File: src/rtl/ila_sig_sync_pkg.sv
// ila_sig_sync_pkg
//   Shared constants for the ILA input conditioner: legal synchroniser
//   depth range and default widths, plus a helper used by the top-level
//   elaboration check.
package ila_sig_sync_pkg;

    localparam int STAGES_MIN = 2;
    localparam int STAGES_MAX = 4;
    localparam int FILT_W_DEF = 4;
    localparam int CNT_W_DEF  = 16;

    function automatic bit stages_ok(input int stages);
        return (stages >= STAGES_MIN) && (stages <= STAGES_MAX);
    endfunction

endpackage

File: src/rtl/ila_sig_sync_filt.sv
// ila_sig_filt
//   One-bit glitch filter with edge-pulse generation. The filtered level
//   follows the synchronised input only after the input has differed from
//   it for L consecutive enabled cycles.
// Ports
//   clk_i, arst_i : clock, async active-high reset
//   en_i          : enable; when low, counter and level hold, pulses clear
//   lm1_i         : L-1 (already clamped so that a length of 0 acts as 1)
//   s_i           : synchronised input bit
//   lvl_o         : filtered level
//   rise_o/fall_o : registered 1-cycle pulses on level 0->1 / 1->0
module ila_sig_filt
    import ila_sig_sync_pkg::*;
#(
    parameter int FILT_W  = FILT_W_DEF,
    parameter bit RST_VAL = 1'b0
) (
    input  logic              clk_i,
    input  logic              arst_i,
    input  logic              en_i,
    input  logic [FILT_W-1:0] lm1_i,
    input  logic              s_i,
    output logic              lvl_o,
    output logic              rise_o,
    output logic              fall_o
);

    logic [FILT_W-1:0] cnt_q;

    always_ff @(posedge clk_i or posedge arst_i) begin
        if (arst_i) begin
            cnt_q  <= '0;
            lvl_o  <= RST_VAL;
            rise_o <= 1'b0;
            fall_o <= 1'b0;
        end else begin
            // Pulses are strictly one cycle: cleared unless set below.
            rise_o <= 1'b0;
            fall_o <= 1'b0;
            if (en_i) begin
                if (s_i == lvl_o) begin
                    cnt_q <= '0;
                end else if (cnt_q >= lm1_i) begin
                    // ">=" so a lowered length commits at once if the
                    // difference persists; the counter can never wrap.
                    lvl_o  <= s_i;
                    cnt_q  <= '0;
                    rise_o <= s_i;
                    fall_o <= ~s_i;
                end else begin
                    cnt_q <= cnt_q + 1'b1;
                end
            end
        end
    end

endmodule

File: src/rtl/ila_sig_sync.sv
// ila_sig_sync
//   Multi-channel conditioner for asynchronous ILA probe/trigger inputs:
//   STAGES-deep synchroniser, per-channel glitch filter, edge pulses and a
//   saturating count of cycles in which any channel changed.
// Ports
//   clk_i, arst_i : clock, async active-high reset
//   en_i          : filter/edge enable (the sync chain always runs)
//   filt_len_i    : required stability length L; 0 is treated as 1
//   cnt_clr_i     : synchronous clear of chg_cnt_o (wins over increment)
//   data_i        : raw asynchronous inputs
//   data_o        : synchronised, filtered levels
//   rise_o/fall_o : 1-cycle pulses aligned with data_o transitions
//   chg_o         : any pulse this cycle
//   chg_cnt_o     : saturating count of chg_o cycles
module ila_sig_sync
    import ila_sig_sync_pkg::*;
#(
    parameter int             W       = 8,
    parameter int             STAGES  = 2,
    parameter int             FILT_W  = FILT_W_DEF,
    parameter int             CNT_W   = CNT_W_DEF,
    parameter logic [W-1:0]   RST_VAL = '0
) (
    input  logic              clk_i,
    input  logic              arst_i,
    input  logic              en_i,
    input  logic [FILT_W-1:0] filt_len_i,
    input  logic              cnt_clr_i,
    input  logic [W-1:0]      data_i,
    output logic [W-1:0]      data_o,
    output logic [W-1:0]      rise_o,
    output logic [W-1:0]      fall_o,
    output logic              chg_o,
    output logic [CNT_W-1:0]  chg_cnt_o
);

    if (!stages_ok(STAGES)) begin : g_bad_stages
        $error("ila_sig_sync: STAGES must be within 2..4");
    end

    // Plain flop chain; nothing may sit between stages.
    logic [STAGES-1:0][W-1:0] sync_q;
    logic [W-1:0]             s;
    logic [FILT_W-1:0]        lm1;

    always_ff @(posedge clk_i or posedge arst_i) begin
        if (arst_i) begin
            sync_q <= {STAGES{RST_VAL}};
        end else begin
            sync_q[0] <= data_i;
            for (int k = 1; k < STAGES; k++) sync_q[k] <= sync_q[k-1];
        end
    end

    assign s = sync_q[STAGES-1];

    // Length 0 behaves as 1, i.e. commit threshold L-1 = 0.
    assign lm1 = (filt_len_i == '0) ? '0 : filt_len_i - 1'b1;

    for (genvar i = 0; i < W; i++) begin : g_ch
        ila_sig_filt #(
            .FILT_W  (FILT_W),
            .RST_VAL (RST_VAL[i])
        ) u_filt (
            .clk_i  (clk_i),
            .arst_i (arst_i),
            .en_i   (en_i),
            .lm1_i  (lm1),
            .s_i    (s[i]),
            .lvl_o  (data_o[i]),
            .rise_o (rise_o[i]),
            .fall_o (fall_o[i])
        );
    end

    assign chg_o = |(rise_o | fall_o);

    always_ff @(posedge clk_i or posedge arst_i) begin
        if (arst_i) begin
            chg_cnt_o <= '0;
        end else if (cnt_clr_i) begin
            chg_cnt_o <= '0;
        end else if (chg_o && (chg_cnt_o != {CNT_W{1'b1}})) begin
            chg_cnt_o <= chg_cnt_o + 1'b1;
        end
    end

endmodule

File: config.mk
export PLATFORM = sky130hd
export DESIGN_NAME = ila_sig_sync
export DESIGN_NICKNAME = d
export VERILOG_FILES = /design/src/rtl/ila_sig_sync_pkg.sv /design/src/rtl/ila_sig_sync_filt.sv /design/src/rtl/ila_sig_sync.sv
export SDC_FILE = /design/constraint.sdc
export NUM_CORES = 1
export LEC_CHECK = 0
export BUFFER_PORTS_ARGS = -buffer_cell sky130_fd_sc_hd__buf_2
export CAP_MARGIN = 20
export CELL_PAD_IN_SITES_DETAIL_PLACEMENT = 2
export CELL_PAD_IN_SITES_GLOBAL_PLACEMENT = 2
export CORE_MARGIN = 2
export CORE_UTILIZATION = 30
export CTS_CLUSTER_DIAMETER = 120
export DETAILED_ROUTE_END_ITERATION = 7
export PLACE_DENSITY = 0.8
export SYNTH_ARGS = -nofsm -noshare
export SYNTH_HDL_FRONTEND = slang
export SYNTH_SLANG_ARGS = --single-unit
File: constraint.sdc
create_clock -name clk_i -period 2.85 [get_ports clk_i]
set_clock_uncertainty 0.05 [all_clocks]
set_input_delay 0.7125 -clock clk_i [delete_from_list [all_inputs] [get_ports clk_i]]
set_output_delay 0.7125 -clock clk_i [all_outputs]
set_load 0.005 [all_outputs]
; After elaboration in Yosys (flattened, before gate mapping)
; Cells that the tools add are included.
[op_classes]
n_addsub = 10
n_mul = 0
div_mod_pow = 0
order_cmp = 8
n_eq_ne = 9
shifts = 0
n_mux = 67
bitwise_logic = 17
reduce_logical = 12
[op_table]
columns = cell, n
row1 = $mux W4, 17
row2 = $mux W1, 48
row3 = $add A4 B1 Y4 const B, 8
row4 = $ge A4 B4 Y1, 8
row5 = $mux W16, 2
row6 = $reduce_and A3 Y1, 8
row7 = $add A16 B1 Y16 const B, 1
row8 = $ne A16 B16 Y1 const B, 1
row9 = $not A1 Y1, 16
row10 = $eq A1 B1 Y1, 8
row11 = $or A8 B8 Y8, 1
row12 = $reduce_or A8 Y1, 1
row13 = $logic_not A4 Y1, 1
row14 = $sub A4 B1 Y4 const B, 1
row15 = $reduce_bool A2 Y1, 1
row16 = $logic_and A1 B1 Y1, 1
[word_totals]
ff_bits = 88
latch_bits = 0
mem_bits_rw = 0
rom_bits = 0
out_inout_bits = 41
wordCells = 158
memories = 0

; Logic depth before layout (Yosys ltp)
; Gate-level depths: netlist of run 1.
[logic_depth]
word_depth = 6
ltp_mapped = 8

; Hierarchy
; From an unflattened synthesis of run 1, not the netlist that was laid out.
[unflattened]
hier_cells = 447
hier_area_um2 = 4739.5
[by_module_without_submodules]
columns = mod, instances, cells_per_inst, area_per_inst_um2
row1 = ila_sig_filt, 8, 41, 421.7
row2 = ila_sig_sync, 1, 119, 1366.3

; Worst setup path after synthesis of run 1
; No wires, ideal clock.
[synth_path]
kind = input port to flip-flop
from = in filt_len_i[1]
to = reg g_ch[1].u_filt.lvl_o
arrival_time_ns = 2.602
t_required_ns = 2.675
slack_ns = 0.074
path_stages = 6
path_cell_list = o31ai_1 > ha_1 > a2111oi_0 > or3_1 > nor2_1 > mux2_2
[synth_via]
elab_chain_cells = 4
word_cells_on_any_way = 5
cone_classes = add/sub (1) / order compare (1) / mux (1) / reduce/logical (2)
[synth_rtl]
columns = element, line_no
row1 = start: declaration, ila_sig_sync.sv:27  ; input logic [FILT_W-1:0] filt_len_i,
row2 = $sub A4 B1 Y4 / $logic_not A4 Y1 (equally long branches), ila_sig_sync.sv:58  ; assign lm1 = (filt_len_i == '0) ? '0 : filt_len_i - 1'b1;
row3 = $mux W4 *, ila_sig_sync.sv:58
row4 = $ge A4 B4 Y1 *, ila_sig_sync_filt.sv:43  ; end else if (cnt_q >= lm1_i) begin
row5 = $reduce_and A3 Y1 (no source line) *, --
row6 = end signal: assignment, ila_sig_sync_filt.sv:46  ; lvl_o <= s_i;
row7 = end: declaration, ila_sig_sync_filt.sv:23  ; output logic lvl_o,
; Mark *: on every way between the ends. The rest lies on a longest branch, timed or not.
; A chain may end at the register's enable or synchronous reset.

; Worst setup path in the final report of run 1
[layout_path]
from = in filt_len_i[3]
to = reg g_ch[2].u_filt.cnt_q[3]
[layout_via]
elab_chain_cells = 5
word_cells_on_any_way = 6
cone_classes = add/sub (1) / order compare (1) / mux (3) / reduce/logical (1)
[layout_rtl]
columns = element, line_no
row1 = $sub A4 B1 Y4 / $logic_not A4 Y1 (equally long branches), ila_sig_sync.sv:58
row2 = $mux W4 *, ila_sig_sync.sv:58
row3 = $ge A4 B4 Y1 *, ila_sig_sync_filt.sv:43
row4 = $mux W4 *, ila_sig_sync_filt.sv:43
row5 = $mux W4 *, ila_sig_sync_filt.sv:41  ; if (s_i == lvl_o) begin
row6 = end signal: assignment, ila_sig_sync_filt.sv:51  ; cnt_q <= cnt_q + 1'b1;
row7 = end: declaration, ila_sig_sync_filt.sv:28  ; logic [FILT_W-1:0] cnt_q;
; Marked as above.

==> run_results.csv, run 1 <==
group,metric,value,unit
clock_tree,max-clock-path-buffers,2,
pwr,cellLeakagePower,2.713,nW
timing,final.period_utilization,95.26,%
synthesis,synth-seq-cells,88,
final_layout,layout.filler_cells,1710,
clock_tree,cts.sink_count,88,
clock_tree,cts_made_buffers,9,
pwr,total_power,0.004654,W
synthesis,ys_types,53,
die,core.rowCount,46,
place,port_buffers,56,
critical_path,timing.rr.end,"chg_cnt_o[13]",
drt,antenna_violating_nets_post_route,0,
grt,total_global_routing_overflow,0,
drt,drt-total-wl,12560,um
drt,drc_errors,0,
clock_tree,cts_hold_repair.buffers,0,
timing,max_slew.worst_pin.slew,0.7914,ns
final_layout,syn2layout_area_growth,18.30,%
place,placed_area,5256,um^2
drt,num_vias,3566,
place,hpwl,9219,um
outcome,run_status,"complete, no violations",
synthesis,synth-edff-count,0,
worst_hold_path,timing.hold.worst.start,"sync_q[1]",
grt,grt_first_pass_wirelength,20690,um
timing,period_needed,2.715,ns
run,cap_viol_max_count,0,
critical_path,worst_r2r_path_depth,6,
place,finalWeightedCongestion,0.7721,
final_layout,finish.instance_area,5647,um^2
timing,grt_setup_unrepaired,"true",
grt,grt_pass1_vias,4064,
critical_path,worst-endpoint-arrival,2.90,ns
final_layout,final_core_util,35.94,%
synthesis,synth_sequential_area_ratio,46.13,%
final_layout,num_antenna_cells,0,
critical_path,crit_type,"in2reg",
critical_path,critical_path.startpoint_type,"input port",
grt,globalRouteTotalUtil,15.81,%
grt,antenna_found_initial,0,
grt,grt_start_max_net_pins,39,
timing,hold-worst-slack,0.3010,ns
timing,timing.fmax,368.3,MHz
drt,first_iter_violations,113,
critical_path,path_max_fanout,8,
die,die-area,16940,um^2
critical_path,cp_data_required_time,3.04,ns
worst_hold_path,timing.hold.worst_path_depth,0,
worst_hold_path,timing.hold.worst.class,"reg2reg",
synthesis,yosys_warnings,0,
synthesis,synthesis.instances,444,
synthesis,synth_top_area_share,46.13,%
synthesis,yosys-top-cells-area,"sky130_fd_sc_hd__dfrtp_1 (46%), sky130_fd_sc_hd__ha_1 (11%), sky130_fd_sc_hd__buf_4 (3.8%)",
timing,final_setup_violations,0,
die,number_of_ports_placed_on_the_die_boundary,57,
synthesis,synth_area_per_cell,10.75,um^2
critical_path,worstReg2RegStart,"g_ch[4].u_filt.fall_o",
pwr,powerDensity,824.1,nW/um^2
pwr,ir_worst_vdd,0.0003487,V
clock_tree,clkTransAtPathRegs,0.07,ns
die,die_w,130.1,um
synthesis,post_synth_design_cell_area,4773,um^2
clock_tree,clk_latency,0.35,ns
clock_tree,number_of_h_tree_levels,3,
clock_tree,post_cts.repair.setup_buffers,0,
final_layout,final_layout_size_suffix_gt1_share,24.10,%
drt,route.detailed.vias_per_inst,4.967,
worst_hold_path,whs_endpoint,"s[1]",
timing,slew-limit-headroom,47.13,%
die,floorplan.initialDensity,30.38,%
synthesis,synth_nets,501,
drt,drt_first_pass_iters,4,
synthesis,ys_top_cells_by_count,"sky130_fd_sc_hd__dfrtp_1 (88), sky130_fd_sc_hd__ha_1 (41), sky130_fd_sc_hd__nor2_1 (35)",
critical_path,ff2ff_setup_slack,0.51,ns
critical_path,worstSetupEndpointType,"flop",
final_layout,nNetsFinal,554,
synthesis,synth_largest_area_cell,"sky130_fd_sc_hd__dfrtp_1",
clock_tree,clock-root-buffer,"sky130_fd_sc_hd__clkbuf_16",
timing,timing.final.max_slew_violations,0,
die,die_height,130.1,um
synthesis,async_reset_ff_share,100.0,%
synthesis,synthMostInstantiatedCell,"sky130_fd_sc_hd__dfrtp_1",
synthesis,synth-main-ff-cell,"sky130_fd_sc_hd__dfrtp_1",
die,fp.coreArea,15710,um^2
timing,report.final.hold_viol_count,0,
drt,avgRoutedWirePerCell,17.49,um
clock_tree,tritoncts_clock_tree,"yes",
## report_power, final
part | switching (W) | leakage (nW) | internal (W) | total, W
clock network | 0.000536 | 0.169 | 0.000869 | 0.00141
registers | 0.000249 | 1.16 | 0.00148 | 0.00172
logic | 0.000811 | 1.38 | 0.000712 | 0.00152
## routing by layer
layer | up-vias | track usage (%) | wire, um
met5 | - | 0 | 0
met3 | 18 | 2.747 | 400
met1 | 1822 | 17.87 | 5151
met4 | 0 | 6.452 | 320
li1 | 1668 | - | -
met2 | 58 | 29.35 | 6689
## registers in the layout, indices dropped and copies added, names as in the netlist
register and count:
g_ch.u_filt.cnt_q 32, s 8, g_ch.u_filt.rise_o 8, g_ch.u_filt.fall_o 8, chg_cnt_o 16, g_ch.u_filt.lvl_o 8, sync_q 8
## layout make-up
| type | count | area [um^2] | area share [%] |
|---|---|---|---|
| clock buffer | 9 | 225.2 | 3.988 |
| clock inverter | 7 | 126.4 | 2.238 |
| inverter | 22 | 86.33 | 1.529 |
| multi-input combinational | 302 | 2308 | 40.88 |
| sequential | 88 | 2202 | 39.00 |
| tap | 216 | 270.3 | 4.786 |
| timing repair buffer | 74 | 427.9 | 7.578 |
## worst max path at each step
stage | cells after the start | to | start
after floorplan | 6 | g_ch[1].u_filt.lvl_o | filt_len_i[1]
after global placement | 8 | g_ch[0].u_filt.lvl_o | filt_len_i[2]
after detailed placement | 8 | g_ch[0].u_filt.lvl_o | filt_len_i[2]
after CTS | 10 | g_ch[6].u_filt.cnt_q[2] | filt_len_i[3]
after global routing | 10 | g_ch[2].u_filt.cnt_q[3] | filt_len_i[3]
final | 10 | g_ch[2].u_filt.cnt_q[3] | filt_len_i[3]
## kinds of logic after synthesis
group	synth area share [%]
adder cells (fa/ha/maj)	10.75
buffers and inverters	6.317
AND/OR/NAND/NOR	19.24
flip-flops	46.13
multiplexers	3.801
AO/OA/AOI/OAI	9.542
XOR/XNOR	4.220
## worst max-delay path: stages
cell and delay (ns):
sky130_fd_sc_hd__buf_2 0.12, sky130_fd_sc_hd__buf_4 0.13, sky130_fd_sc_hd__nor3_1 0.21, sky130_fd_sc_hd__nor2_2 0.16, sky130_fd_sc_hd__ha_1 0.30, sky130_fd_sc_hd__nand2b_1 0.13
sky130_fd_sc_hd__a2111oi_2 0.08, sky130_fd_sc_hd__o311ai_1 0.65, sky130_fd_sc_hd__nor3_1 0.12, sky130_fd_sc_hd__a211o_1 0.29
## cell usage in the layout (no fill, tap or decap), types with 15 or more instances in the layout
cell,instances
sky130_fd_sc_hd__nand2_1,18
sky130_fd_sc_hd__nor2_1,34
sky130_fd_sc_hd__inv_1,20
sky130_fd_sc_hd__dfrtp_1,88
sky130_fd_sc_hd__buf_4,17
sky130_fd_sc_hd__buf_2,56
sky130_fd_sc_hd__ha_1,41
sky130_fd_sc_hd__nand3_1,18
sky130_fd_sc_hd__nand2b_1,15
sky130_fd_sc_hd__nor3_1,23
## repair_timing
action                     4_1_cts  5_1_grt
resized for setup                2        6
pin swaps                        0        1
setup endpoints to repair       37        9
## metrics by stage
stage | instances | setup TNS (ns) | worst slack (ns)
2_1_floorplan | 444 | 0 | 0.07352
3_3_place_gp | 702 | -15.15 | -0.4251
3_5_place_dp | 702 | -20.29 | -0.5275
4_1_cts | 718 | 0 | 0.1112
5_1_grt | 718 | -0.03955 | -0.03955
6_report | 718 | 0 | 0.1350
Power figures use the tool's default switching activity.
==> run 2, diff against run 1 <==
- CORE_MARGIN: 2 -> 10
- RECOVER_POWER: not set -> 100
==> run 2 against run 1 <==
Compared with the run above: the flow now finishes with violations (capacitance limit, slew limit); setup slack lost 0.0099 ns; first-iteration DRC count increased by 13%; critical path depth unchanged; cell count is 0.42% higher; utilization is 0.65 points lower; sequential share of layout area grew 0.72 points; highest routed layer unchanged.
==> run_results.csv, run 2 (synthesized netlist as in run 1, its figures left out) <==
group,metric,value,unit
place,finalWeightedCongestion,0.7867,
die,die_height,146.1,um
grt,grt_first_pass_wirelength,21940,um
timing,finalSetupTns,0,ns
final_layout,nNetsFinal,557,
timing,report.final.hold_viol_count,0,
die,number_of_ports_placed_on_the_die_boundary,57,
die,fp.coreArea,15710,um^2
grt,total_global_routing_overflow,0,
clock_tree,tritoncts_clock_tree,"yes",
pwr,ir_worst_vdd,0.0003145,V
grt,grt_start_max_net_pins,59,
clock_tree,clk_latency,0.35,ns
timing,slew-limit-headroom,-10.80,%
clock_tree,cts.sink_count,88,
drt,drt_first_pass_iters,4,
final_layout,layout.filler_cells,1719,
worst_hold_path,timing.hold.worst_path_depth,0,
clock_tree,clkTransAtPathRegs,0.07,ns
grt,grt_pass1_vias,4169,
outcome,run_status,"finished, violations left",
final_layout,finish.instance_area,5544,um^2
critical_path,cp_data_required_time,3.04,ns
drt,first_iter_violations,128,
critical_path,path_max_fanout,8,
critical_path,worst-endpoint-arrival,2.91,ns
final_layout,largest_register_ffs,32,
run,cap_viol_max_count,1,
final_layout,num_antenna_cells,0,
timing,grt_setup_unrepaired,"false",
clock_tree,cts_made_buffers,9,
clock_tree,number_of_h_tree_levels,3,
critical_path,critical_path.startpoint_type,"input port",
final_layout,syn2layout_area_growth,16.15,%
grt,globalRouteTotalUtil,12.48,%
drt,num_vias,3550,
worst_hold_path,timing.hold.worst.class,"reg2reg",
timing,post-route-worst-setup-slack,0.1251,ns
final_layout,layout.cells.most_common,"sky130_fd_sc_hd__dfrtp_1",
drt,drt-total-wl,12760,um
final_layout,layout_top_registers,"g_ch.u_filt.cnt_q x32, chg_cnt_o x16",
die,die_w,146.1,um
critical_path,worstSetupEndpointType,"flop",
die,die-area,21360,um^2
place,hpwl,9450,um
place,port_buffers,56,
worst_hold_path,whs_endpoint,"s[3]",
timing,final_setup_violations,0,
grt,antenna_found_initial,0,
timing,timing.final.max_slew_violations,31,
place,dpl.cell_count,705,
place,dpl_worst_slack,-0.5799,ns
timing,max_slew.worst_pin.slew,1.662,ns
drt,avgRoutedWirePerCell,17.69,um
clock_tree,clock-root-buffer,"sky130_fd_sc_hd__clkbuf_16",
timing,final.period_utilization,95.61,%
final_layout,final_core_util,35.28,%
worst_hold_path,timing.hold.worst.start,"sync_q[3]",
drt,antenna_violating_nets_post_route,0,
final_layout,final_layout_size_suffix_gt1_share,16.24,%
clock_tree,max-clock-path-buffers,2,
outcome,violations,"capacitance limit, slew limit",
critical_path,ff2ff_setup_slack,0.24,ns
final_layout,mostFrequentLayoutCells,"sky130_fd_sc_hd__dfrtp_1 (88), sky130_fd_sc_hd__clkbuf_1 (42), sky130_fd_sc_hd__ha_1 (41)",
critical_path,crit_type,"in2reg",
timing,period_needed,2.725,ns
timing,timing.fmax,367.0,MHz
critical_path,worstReg2RegStart,"g_ch[4].u_filt.fall_o",
pwr,powerDensity,778.0,nW/um^2
die,core.rowCount,46,
drt,route.detailed.vias_per_inst,4.924,
die,floorplan.initialDensity,30.38,%
critical_path,worst_r2r_path_depth,6,
final_layout,finish.cell_count_without_fillers,721,
final_layout,top_reg_by_flops,"g_ch.u_filt.cnt_q",
critical_path,timing.rr.end,"chg_cnt_o[13]",
place,placed_area,5304,um^2
drt,drc_errors,0,
pwr,cellLeakagePower,2.510,nW
run 2: worst max path at each step:
stage	from	to	cells past startpoint
2_1_floorplan	filt_len_i[1]	g_ch[1].u_filt.lvl_o	6
3_3_place_gp	filt_len_i[2]	g_ch[0].u_filt.lvl_o	8
3_5_place_dp	filt_len_i[2]	g_ch[0].u_filt.cnt_q[2]	9
4_1_cts	filt_len_i[1]	g_ch[4].u_filt.cnt_q[2]	10
5_1_grt	filt_len_i[1]	g_ch[5].u_filt.cnt_q[2]	10
6_report	filt_len_i[1]	g_ch[5].u_filt.lvl_o	10
run 2: layout make-up:
cell class,instances,area (um^2),area share (%)
clock buffer,10,239.0,4.311
clock inverter,6,55.05,0.9930
multi-input combinational,302,2311,41.68
timing repair buffer,77,382.9,6.906
tap,216,270.3,4.875
sequential,88,2202,39.72
inverter,22,83.83,1.512
run 2: repair_timing:
item | 4_1_cts | 5_1_grt
endpoints found under the setup margin | 39 | 24
gates cloned | 0 | 0
hold buffers | 0 | 0
setup buffers | 0 | 0
gates resized for setup | 2 | 7
run 2: per-stage QoR:
| stage | power (W) | hold slack [ns] |
|---|---|---|
| finish | 0.004313 | 0.2997 |
| global route | 0.004681 | 0.3104 |
| CTS | 0.004393 | 0.3033 |
| detailed placement | 0.003183 | 0.2872 |
| global placement | 0.003038 | 0.2826 |
| floorplan | 0.002751 | 0.2812 |
run 2: per-layer routing:
layer	vias to the layer above	track usage (%)	wire [um]
li1	1673	-	-
met1	1825	13.91	5382
met2	40	22.84	6875
met3	12	3.245	355
met4	0	3.453	141
met5	-	0	0
run 2: power breakdown:
| part | internal (W) | switching, W | leakage [nW] |
|---|---|---|---|
| combinational | 0.000644 | 0.000791 | 1.21 |
| sequential | 0.00148 | 0.000241 | 1.16 |
| clock | 0.000627 | 0.000534 | 0.142 |
run 2: critical path, cell delays in order:
cell                        delay [ns]
sky130_fd_sc_hd__buf_2            0.13
sky130_fd_sc_hd__clkbuf_4         0.14
sky130_fd_sc_hd__nor3_2           0.25
sky130_fd_sc_hd__nor2_4           0.12
sky130_fd_sc_hd__ha_1             0.28
sky130_fd_sc_hd__nand2b_1         0.15
sky130_fd_sc_hd__a2111oi_2        0.48
sky130_fd_sc_hd__nor3_1           0.14
sky130_fd_sc_hd__and3_1           0.23
sky130_fd_sc_hd__mux2_2           0.28
